<file path="src/rtl/router_input_fifo_pkg.sv">
// Shared definitions for the router input FIFO.
// Holds the flit field layout (type / destination / payload), the
// flit type codes, and the default buffer depth. Nothing in here is
// stateful; every rtl/ file imports it with router_input_fifo_pkg::*.
package router_input_fifo_pkg;

    localparam int FLIT_W         = 32;
    localparam int AXIS_W         = 2;   // width of the destination field
    localparam int FLIT_TYPE_MSB  = 31;
    localparam int FLIT_TYPE_LSB  = 29;
    localparam int DST_MSB        = 28;
    localparam int DST_LSB        = 27;
    localparam int FIFO_DEPTH     = 4;

    typedef enum logic [2:0] {
        FLIT_HEADER = 3'b001,
        FLIT_BODY   = 3'b010,
        FLIT_TAIL   = 3'b100
    } flit_type_e;

endpackage

</file>
<file path="src/rtl/router_input_fifo_ptr_ctrl.sv">
// Pointer / occupancy control for the router input FIFO.
// Owns the write and read pointers, the occupancy count, the full/empty
// decode, the sticky overflow flag and the registered credit pulse.
// Ports:
//   clk, rst           clock, async active-high reset
//   i_valid_in         upstream flit present
//   i_read_en          downstream consumes head flit
//   o_do_wr            write accepted this cycle (storage write enable)
//   o_wr_ptr/o_rd_ptr  circular buffer pointers
//   o_empty/o_full     decoded from registered count
//   o_credit_out       one pulse per dequeued flit, one cycle after the read
//   o_overflow         sticky: write attempted while full with no read
module fifo_ptr_ctrl
    import router_input_fifo_pkg::*;
#(
    parameter int DEPTH = FIFO_DEPTH,
    parameter int PTR_W = 2
) (
    input  logic             clk,
    input  logic             rst,
    input  logic             i_valid_in,
    input  logic             i_read_en,
    output logic             o_do_wr,
    output logic [PTR_W-1:0] o_wr_ptr,
    output logic [PTR_W-1:0] o_rd_ptr,
    output logic             o_empty,
    output logic             o_full,
    output logic             o_credit_out,
    output logic             o_overflow
);

    localparam logic [PTR_W:0] L_DEPTH = (PTR_W+1)'(DEPTH);

    logic [PTR_W-1:0] r_wr_ptr;
    logic [PTR_W-1:0] r_rd_ptr;
    logic [PTR_W:0]   r_count;
    logic             r_credit;
    logic             r_overflow;

    logic w_empty;
    logic w_full;
    logic w_do_rd;
    logic w_do_wr;

    assign w_empty = (r_count == '0);
    assign w_full  = (r_count == L_DEPTH);
    assign w_do_rd = i_read_en & ~w_empty;
    // A read frees a slot in the same cycle, so a full buffer may still
    // accept a write when it is also being read.
    assign w_do_wr = i_valid_in & (~w_full | w_do_rd);

    always_ff @(posedge clk or posedge rst) begin
        if (rst) begin
            r_wr_ptr   <= '0;
            r_rd_ptr   <= '0;
            r_count    <= '0;
            r_credit   <= 1'b0;
            r_overflow <= 1'b0;
        end else begin
            if (w_do_wr) r_wr_ptr <= r_wr_ptr + 1'b1;
            if (w_do_rd) r_rd_ptr <= r_rd_ptr + 1'b1;
            case ({w_do_wr, w_do_rd})
                2'b10:   r_count <= r_count + 1'b1;
                2'b01:   r_count <= r_count - 1'b1;
                default: r_count <= r_count;
            endcase
            r_credit <= w_do_rd;
            if (i_valid_in & w_full & ~w_do_rd) r_overflow <= 1'b1;
        end
    end

    assign o_do_wr      = w_do_wr;
    assign o_wr_ptr     = r_wr_ptr;
    assign o_rd_ptr     = r_rd_ptr;
    assign o_empty      = w_empty;
    assign o_full       = w_full;
    assign o_credit_out = r_credit;
    assign o_overflow   = r_overflow;

endmodule

</file>
<file path="src/rtl/router_input_fifo.sv">
// Per-input-port flit buffer feeding the LBDR route-computation stage.
// First-word-fall-through: the head flit is driven combinationally from
// storage, a flit written at edge N is visible right after edge N.
// Ports:
//   clk, rst     clock, async active-high reset
//   valid_in     upstream flit present on flit_in
//   flit_in      incoming flit
//   read_en      downstream consumes head flit
//   flit_out     head flit (undefined while empty)
//   flit_type    head flit type field
//   dst_addr     head flit destination field
//   empty, full  occupancy flags
//   credit_out   credit-return pulse to upstream
//   overflow     sticky illegal-write flag
module router_input_fifo
    import router_input_fifo_pkg::*;
#(
    parameter int DATA_WIDTH = FLIT_W,
    parameter int DEPTH      = FIFO_DEPTH,
    parameter int PTR_W      = 2
) (
    input  logic                  clk,
    input  logic                  rst,
    input  logic                  valid_in,
    input  logic [DATA_WIDTH-1:0] flit_in,
    input  logic                  read_en,
    output logic [DATA_WIDTH-1:0] flit_out,
    output logic [2:0]            flit_type,
    output logic [AXIS_W-1:0]     dst_addr,
    output logic                  empty,
    output logic                  full,
    output logic                  credit_out,
    output logic                  overflow
);

    logic [DATA_WIDTH-1:0] r_mem [DEPTH];

    logic             w_do_wr;
    logic [PTR_W-1:0] w_wr_ptr;
    logic [PTR_W-1:0] w_rd_ptr;

    fifo_ptr_ctrl #(
        .DEPTH (DEPTH),
        .PTR_W (PTR_W)
    ) u_ptr_ctrl (
        .clk          (clk),
        .rst          (rst),
        .i_valid_in   (valid_in),
        .i_read_en    (read_en),
        .o_do_wr      (w_do_wr),
        .o_wr_ptr     (w_wr_ptr),
        .o_rd_ptr     (w_rd_ptr),
        .o_empty      (empty),
        .o_full       (full),
        .o_credit_out (credit_out),
        .o_overflow   (overflow)
    );

    // Storage needs no reset; the count gates whether contents are valid.
    always_ff @(posedge clk) begin
        if (w_do_wr) r_mem[w_wr_ptr] <= flit_in;
    end

    assign flit_out  = r_mem[w_rd_ptr];
    assign flit_type = flit_out[FLIT_TYPE_MSB:FLIT_TYPE_LSB];
    assign dst_addr  = flit_out[DST_MSB:DST_LSB];

endmodule

</file>
<file path="config.mk">
export PLATFORM = sky130hd
export DESIGN_NAME = router_input_fifo
export DESIGN_NICKNAME = d
export VERILOG_FILES = /design/src/rtl/router_input_fifo_pkg.sv /design/src/rtl/router_input_fifo_ptr_ctrl.sv /design/src/rtl/router_input_fifo.sv
export SDC_FILE = /design/constraint.sdc
export NUM_CORES = 1
export LEC_CHECK = 0
export CAP_MARGIN = 20
export CORE_ASPECT_RATIO = 0.7
export CORE_MARGIN = 1
export CORE_UTILIZATION = 48
export DETAILED_ROUTE_END_ITERATION = 16
export GPL_TIMING_DRIVEN = 0
export HOLD_SLACK_MARGIN = 0.08
export PLACE_DENSITY = 0.77
export RECOVER_POWER = 100
export SLEW_MARGIN = 5
export SYNTH_ARGS = -nofsm -noshare
export SYNTH_HDL_FRONTEND = slang
export SYNTH_HIERARCHICAL = 1
export SYNTH_SLANG_ARGS = --single-unit
</file>
<file path="constraint.sdc">
create_clock -name clk -period 3.56 [get_ports clk]
set_clock_uncertainty 0.1 [all_clocks]
set_input_delay 0.712 -clock clk [delete_from_list [all_inputs] [get_ports clk]]
set_output_delay 0.712 -clock clk [all_outputs]
set_load 0.05 [all_outputs]
</file>
Word-level counts from Yosys, hierarchy flattened
Memories as Yosys holds them, arrays and structs flattened.
Cells that the tools add are included.
{ "classes": {"n_bitwise": 8, "n_reduce_logical": 2, "n_mux": 3, "n_addsub": 4, "n_eq_ne": 3} }
{ "ops": {"columns": ["op", "n"], "rows": [
  ["$pmux 3 s2", 1],
  ["$add 2x1->2 const B", 2],
  ["$and 1x1->1", 4],
  ["$add 3x1->3 const B", 1],
  ["$eq 3x3->1 const B", 1],
  ["$logic_not 3->1", 1],
  ["$not 1->1", 3],
  ["$sub 3x1->3 const B", 1],
  ["$eq 2x1->1 const B", 1],
  ["$eq 2x2->1 const B", 1],
  ["$mux 1", 2],
  ["$reduce_bool 2->1", 1],
  ["$or 1x1->1", 1]
]} }
{ "word_totals": {"ff_bits": 9, "input_bits": 36, "output_inout_bits": 41, "memories": 1, "mem_bits_rw": 128} }
{ "memory_table": {"columns": ["name", "depth", "width", "read_ports", "rd_clocked_by_memory_dff", "wr", "line", "source"], "rows": [
  ["r_mem", 4, 32, 1, 0, 1, "router_input_fifo.sv:36", "logic [DATA_WIDTH-1:0] r_mem [DEPTH];"]
]} }

Depth between registers and ports, before layout
{ "depth": {"depth_word": 7, "depth_mapped": 8} }

Modules after synthesis
The synthesis kept the hierarchy.
{ "by_module_without_submodules": {"columns": ["module", "area_each_um2", "seq_area_each_um2", "cells_per_inst", "instances"], "rows": [
  ["router_input_fifo", 4727.0, 3843.7, 176, 1],
  ["fifo_ptr_ctrl", 426.7, 225.2, 34, 1]
]} }

Worst setup path after synthesis
Ideal clock, no wire load.
{ "synth_path": {"path_kind": "input to register", "start": "input port read_en", "end": "memory r_mem[0][0] in the netlist's numbering, enable pin", "path_stages": 3, "arrival_ps": 3219, "setup_slack_ps": -227, "n_path_buf": 0, "required_time_ps": 2992, "path_cell_list": "o21ai_4 -> inv_1 -> nor3b_1"} }
{ "synth_between": {"elab_chain_cells": 5} }
{ "synth_lines": {"columns": ["item", "line", "source"], "rows": [
  ["start, declared", "router_input_fifo.sv:26", "input logic read_en,"],
  ["$and 1x1->1", "router_input_fifo_ptr_ctrl.sv:47", "assign w_do_rd = i_read_en & ~w_empty;"],
  ["$or 1x1->1", "router_input_fifo_ptr_ctrl.sv:50", "assign w_do_wr = i_valid_in & (~w_full | w_do_rd);"],
  ["$and 1x1->1", "router_input_fifo_ptr_ctrl.sv:50", null],
  ["via w_do_wr", "router_input_fifo.sv:38", "logic w_do_wr;"],
  ["$mux 1", "router_input_fifo.sv:61", "if (w_do_wr) r_mem[w_wr_ptr] <= flit_in;"],
  ["$mux 1 (not written as such)", "router_input_fifo.sv:61", null],
  ["end, declared", "router_input_fifo.sv:36", null]
]} }
The timed path passes the listed nets, and every way through them passes these cells.

Worst setup path in the final report
{ "layout_path": {"start": "register u_ptr_ctrl.r_rd_ptr[0], in the netlist u_ptr_ctrl/o_rd_ptr[0]", "end": "output port flit_out[27]"} }
{ "layout_between": {"elab_chain_cells": 1} }
{ "layout_lines": {"columns": ["item", "line", "source"], "rows": [
  ["start, declared", "router_input_fifo_ptr_ctrl.sv:35", "logic [PTR_W-1:0] r_rd_ptr;"],
  ["start signal, assigned", "router_input_fifo_ptr_ctrl.sv:61", "if (w_do_rd) r_rd_ptr <= r_rd_ptr + 1'b1;"],
  ["$mem_v2 4x32", null, null],
  ["end, declared", "router_input_fifo.sv:27", "output logic [DATA_WIDTH-1:0] flit_out,"]
]} }
No other way between the ends.

==> impl_metrics.csv <==
group,metric,value,unit
outcome,outcome,"finished with violations",
outcome,violations,"capacitance limit, slew limit",
logic_synthesis,synth_cell_type_count,25,
worst_setup_path,startpoint,"u_ptr_ctrl/o_rd_ptr[0]",
grt,grt_pass1_wl,13540,µm
routing,vias_per_cell,5.319,
worst_hold_path,hold_class,"flop to flop",
grt,grt_max_degree,33,
grt,grt.total_usage,0.1749,
clocking,htree_levels,4,
placed_design,dp_hpwl,5241,µm
worst_setup_path,required,2.75,ns
worst_setup_path,crit_path_end,"flit_out[27]",
cells_and_area,drive_above_1_share,0.2320,
pwr,power.total,6.757,mW
routing,drt-wirelength-per-cell,19.50,µm
grt,overflow,0,
clocking,post-cts-setup-buffers,0,
placed_design,io_buffers,76,
timing,slew_viol_final,33,
worst_setup_path,arrival,2.57,ns
worst_setup_path,worstRegToRegCells,5,
routing,route.vias.total,2399,
timing,slew_headroom,-0.1056,
logic_synthesis,synth_warnings,6,
logic_synthesis,synthMuxAreaShare,0.1432,
logic_synthesis,synth_top_area_share,0.7458,
timing,period_share,0.9500,
logic_synthesis,syn_area_per_cell,24.54,µm²
floorplan,pin_count,77,
pwr,leakagePower,2.289,nW
placed_design,place.gp.congestion,0.6710,
worst_hold_path,min_from,"u_ptr_ctrl/o_overflow",
logic_synthesis,synthCells,210,
logic_synthesis,yosys.area.top_type,"edfxtp_1",
floorplan,coreArea,10400,µm²
timing,timing.hold.ws,0.3781,ns
pwr,powerDensity,1012,nW/µm²
worst_setup_path,cp-end-kind,"output pin",
cells_and_area,fin_nets,345,
routing,drtIter0Drc,156,
worst_setup_path,crit_buf_inv,4,
worst_setup_path,path_cells,"buf_6, buf_12, mux4_2, buf_4, dlygate4sd3_1",
logic_synthesis,ys_seq_area_frac,0.7895,
floorplan,die_x,125.9,µm
grt,grt_pass1_vias,2554,
cells_and_area,area_delta_synth_final,29.62,%
routing,drcViolationCount,0,
clocking,post_cts_resized,0,
placed_design,place_area,6125,µm²
worst_setup_path,worstSetupPathType,"flop to output pin",
cells_and_area,diodes,0,
pwr,vdd.ir_drop.worst,0.4988,mV
worst_setup_path,rrSetupSlack,0.69,ns
worst_setup_path,cp_max_fo,10,
worst_setup_path,worstSetupPathDepth,5,
cells_and_area,final_cell_mix,"edfxtp_1, dlygate4sd3_1, mux4_2",
logic_synthesis,synth_area,5154,µm²
clocking,cts_buffers,17,
grt,antenna_found_initial,0,
floorplan,row_count,31,
cells_and_area,fin_area,6680,µm²
worst_setup_path,slowest_delay,0.75,ns
logic_synthesis,synth_area_leaders,"edfxtp_1, mux4_2, dfrtp_1",
logic_synthesis,synth_top_family_by_area,"multiplexers",
job,drv_cap,1,
floorplan,die_h,88.70,µm
timing,rsz0062_at_grt,"false",
routing,ant_nets,0,
clocking,cts_sinks,137,
timing,finalCriticalPeriod,3.382,ns
clocking,cts.clk_slew.worst_paths,0.06,ns
cells_and_area,fillers,718,
logic_synthesis,synthAdderAreaFrac,0.006312,
routing,first_pass_iters,4,
worst_setup_path,startpoint_type,"flop",
timing,fmax,295.7,MHz
timing,finalHoldViolations,0,
cells_and_area,layout_commonest_cell,"edfxtp_1",
clocking,cts_tree,"done",
logic_synthesis,synthesis.nets,248,
clocking,cts_hold_buf,0,
worst_setup_path,critPathTopFamily,"buffers and inverters",
clocking,root_buffer,"clkbuf_16",
routing,wl,8793,µm
timing,tightest_slew,1.658,ns
logic_synthesis,ys_ff_latch,137,
timing,fin_ws,0.1778,ns
worst_setup_path,critPathSlowestCell,"dlygate4sd3_1",
clocking,clockBufferDepth,2,
logic_synthesis,synthXorXnorAreaFrac,0.01190,
worst_setup_path,r2r-start,"u_ptr_ctrl/r_count[2]",
timing,setup_viol,0,
floorplan,start_util,0.4958,
clocking,clkLatencyLatePin,0.41,ns
worst_setup_path,reg2reg_to,"r_mem[0][19]",
logic_synthesis,yosys.area_share.simple,0.01068,
placed_design,dp_slack,0.6493,ns
logic_synthesis,synth_compound_area_frac,0.009226,
floorplan,dieArea,11160,µm²
## how the worst min path moves through the flow
stage | slack, ns | cells past startpoint | to
2_1_floorplan | 0.38 | 1 | u_ptr_ctrl/r_count[2]
3_5_place_dp | 0.37 | 1 | u_ptr_ctrl/o_overflow
5_1_grt | 0.41 | 1 | u_ptr_ctrl/o_overflow
4_1_cts | 0.39 | 1 | u_ptr_ctrl/o_overflow
3_3_place_gp | 0.36 | 1 | u_ptr_ctrl/o_overflow
6_report | 0.38 | 1 | u_ptr_ctrl/o_overflow
## registers in the layout, summed over array words and instances, names as in the netlist
signal / flops
r_mem: 128
u_ptr_ctrl/o_credit_out: 1
u_ptr_ctrl/o_overflow: 1
u_ptr_ctrl/o_rd_ptr: 2
u_ptr_ctrl/o_wr_ptr: 2
u_ptr_ctrl/r_count: 3
## synthesized netlist by cell type, drive strengths merged
master / count
o211ai: 1
nor3: 1
mux4: 32
nand2: 1
xnor2: 4
nor3b: 1
mux2i: 1
inv: 7
o21ai: 1
buf: 12
and3: 1
xor2: 3
nor2: 1
fa: 1
edfxtp: 128
ha: 1
dfrtp: 9
and3b: 2
or3b: 1
a31o: 1
o31a: 1
## report_power, final
group / leakage [nW] / internal, mW / switching [mW]
logic: 0.723 / 0.985 / 1.72
clock network: 0.289 / 1.16 / 0.636
registers: 1.28 / 2.14 / 0.114
total: 2.29 / 4.29 / 2.47
## per-layer routing
layer | routed length, µm | track usage
met4 | 116 | 0.06900
met3 | 434 | 0.06892
met1 | 3894 | 0.2158
met5 | 0 | 0
met2 | 4347 | 0.2838
## cell families (layout without fill, tap and decap cells)
logic type / Yosys count / after routing
adders and majority gates: 2 / 2
muxes: 33 / 33
buffers and inverters: 19 / 128
xor gates and xnor gates: 7 / 7
AOI/OAI and AO/OA: 4 / 4
DFF: 137 / 137
and+or+nand+nor: 8 / 8
## cell type report
cell class                 instances  area [µm²]  area share
buffer                            12       123.9     0.01854
clock buffer                      18       429.2     0.06424
clock inverter                    13       177.7     0.02660
inverter                           7       26.28    0.003933
multi-input combinational         54       920.9      0.1379
sequential                       137        4069      0.6091
tap                              132       165.2     0.02472
timing repair buffer              78       768.2      0.1150
## metrics by stage
step	utilization	TNS (ns)	std cells
6_report	0.6426	0	451
5_1_grt	0.6426	0	451
4_1_cts	0.6476	0	451
3_5_place_dp	0.5892	0	420
3_3_place_gp	0.5853	-20.50	418
2_1_floorplan	-	0	210
## worst register-to-register path, cell delays in order (launching register included)
cell and delay [ns]:
dfrtp_1 0.41, or3b_4 0.26, o21ai_0 0.17, inv_1 0.15, nor3b_1 0.55, clkbuf_1 0.84
Note: power is estimated with default switching activity, not from simulation.
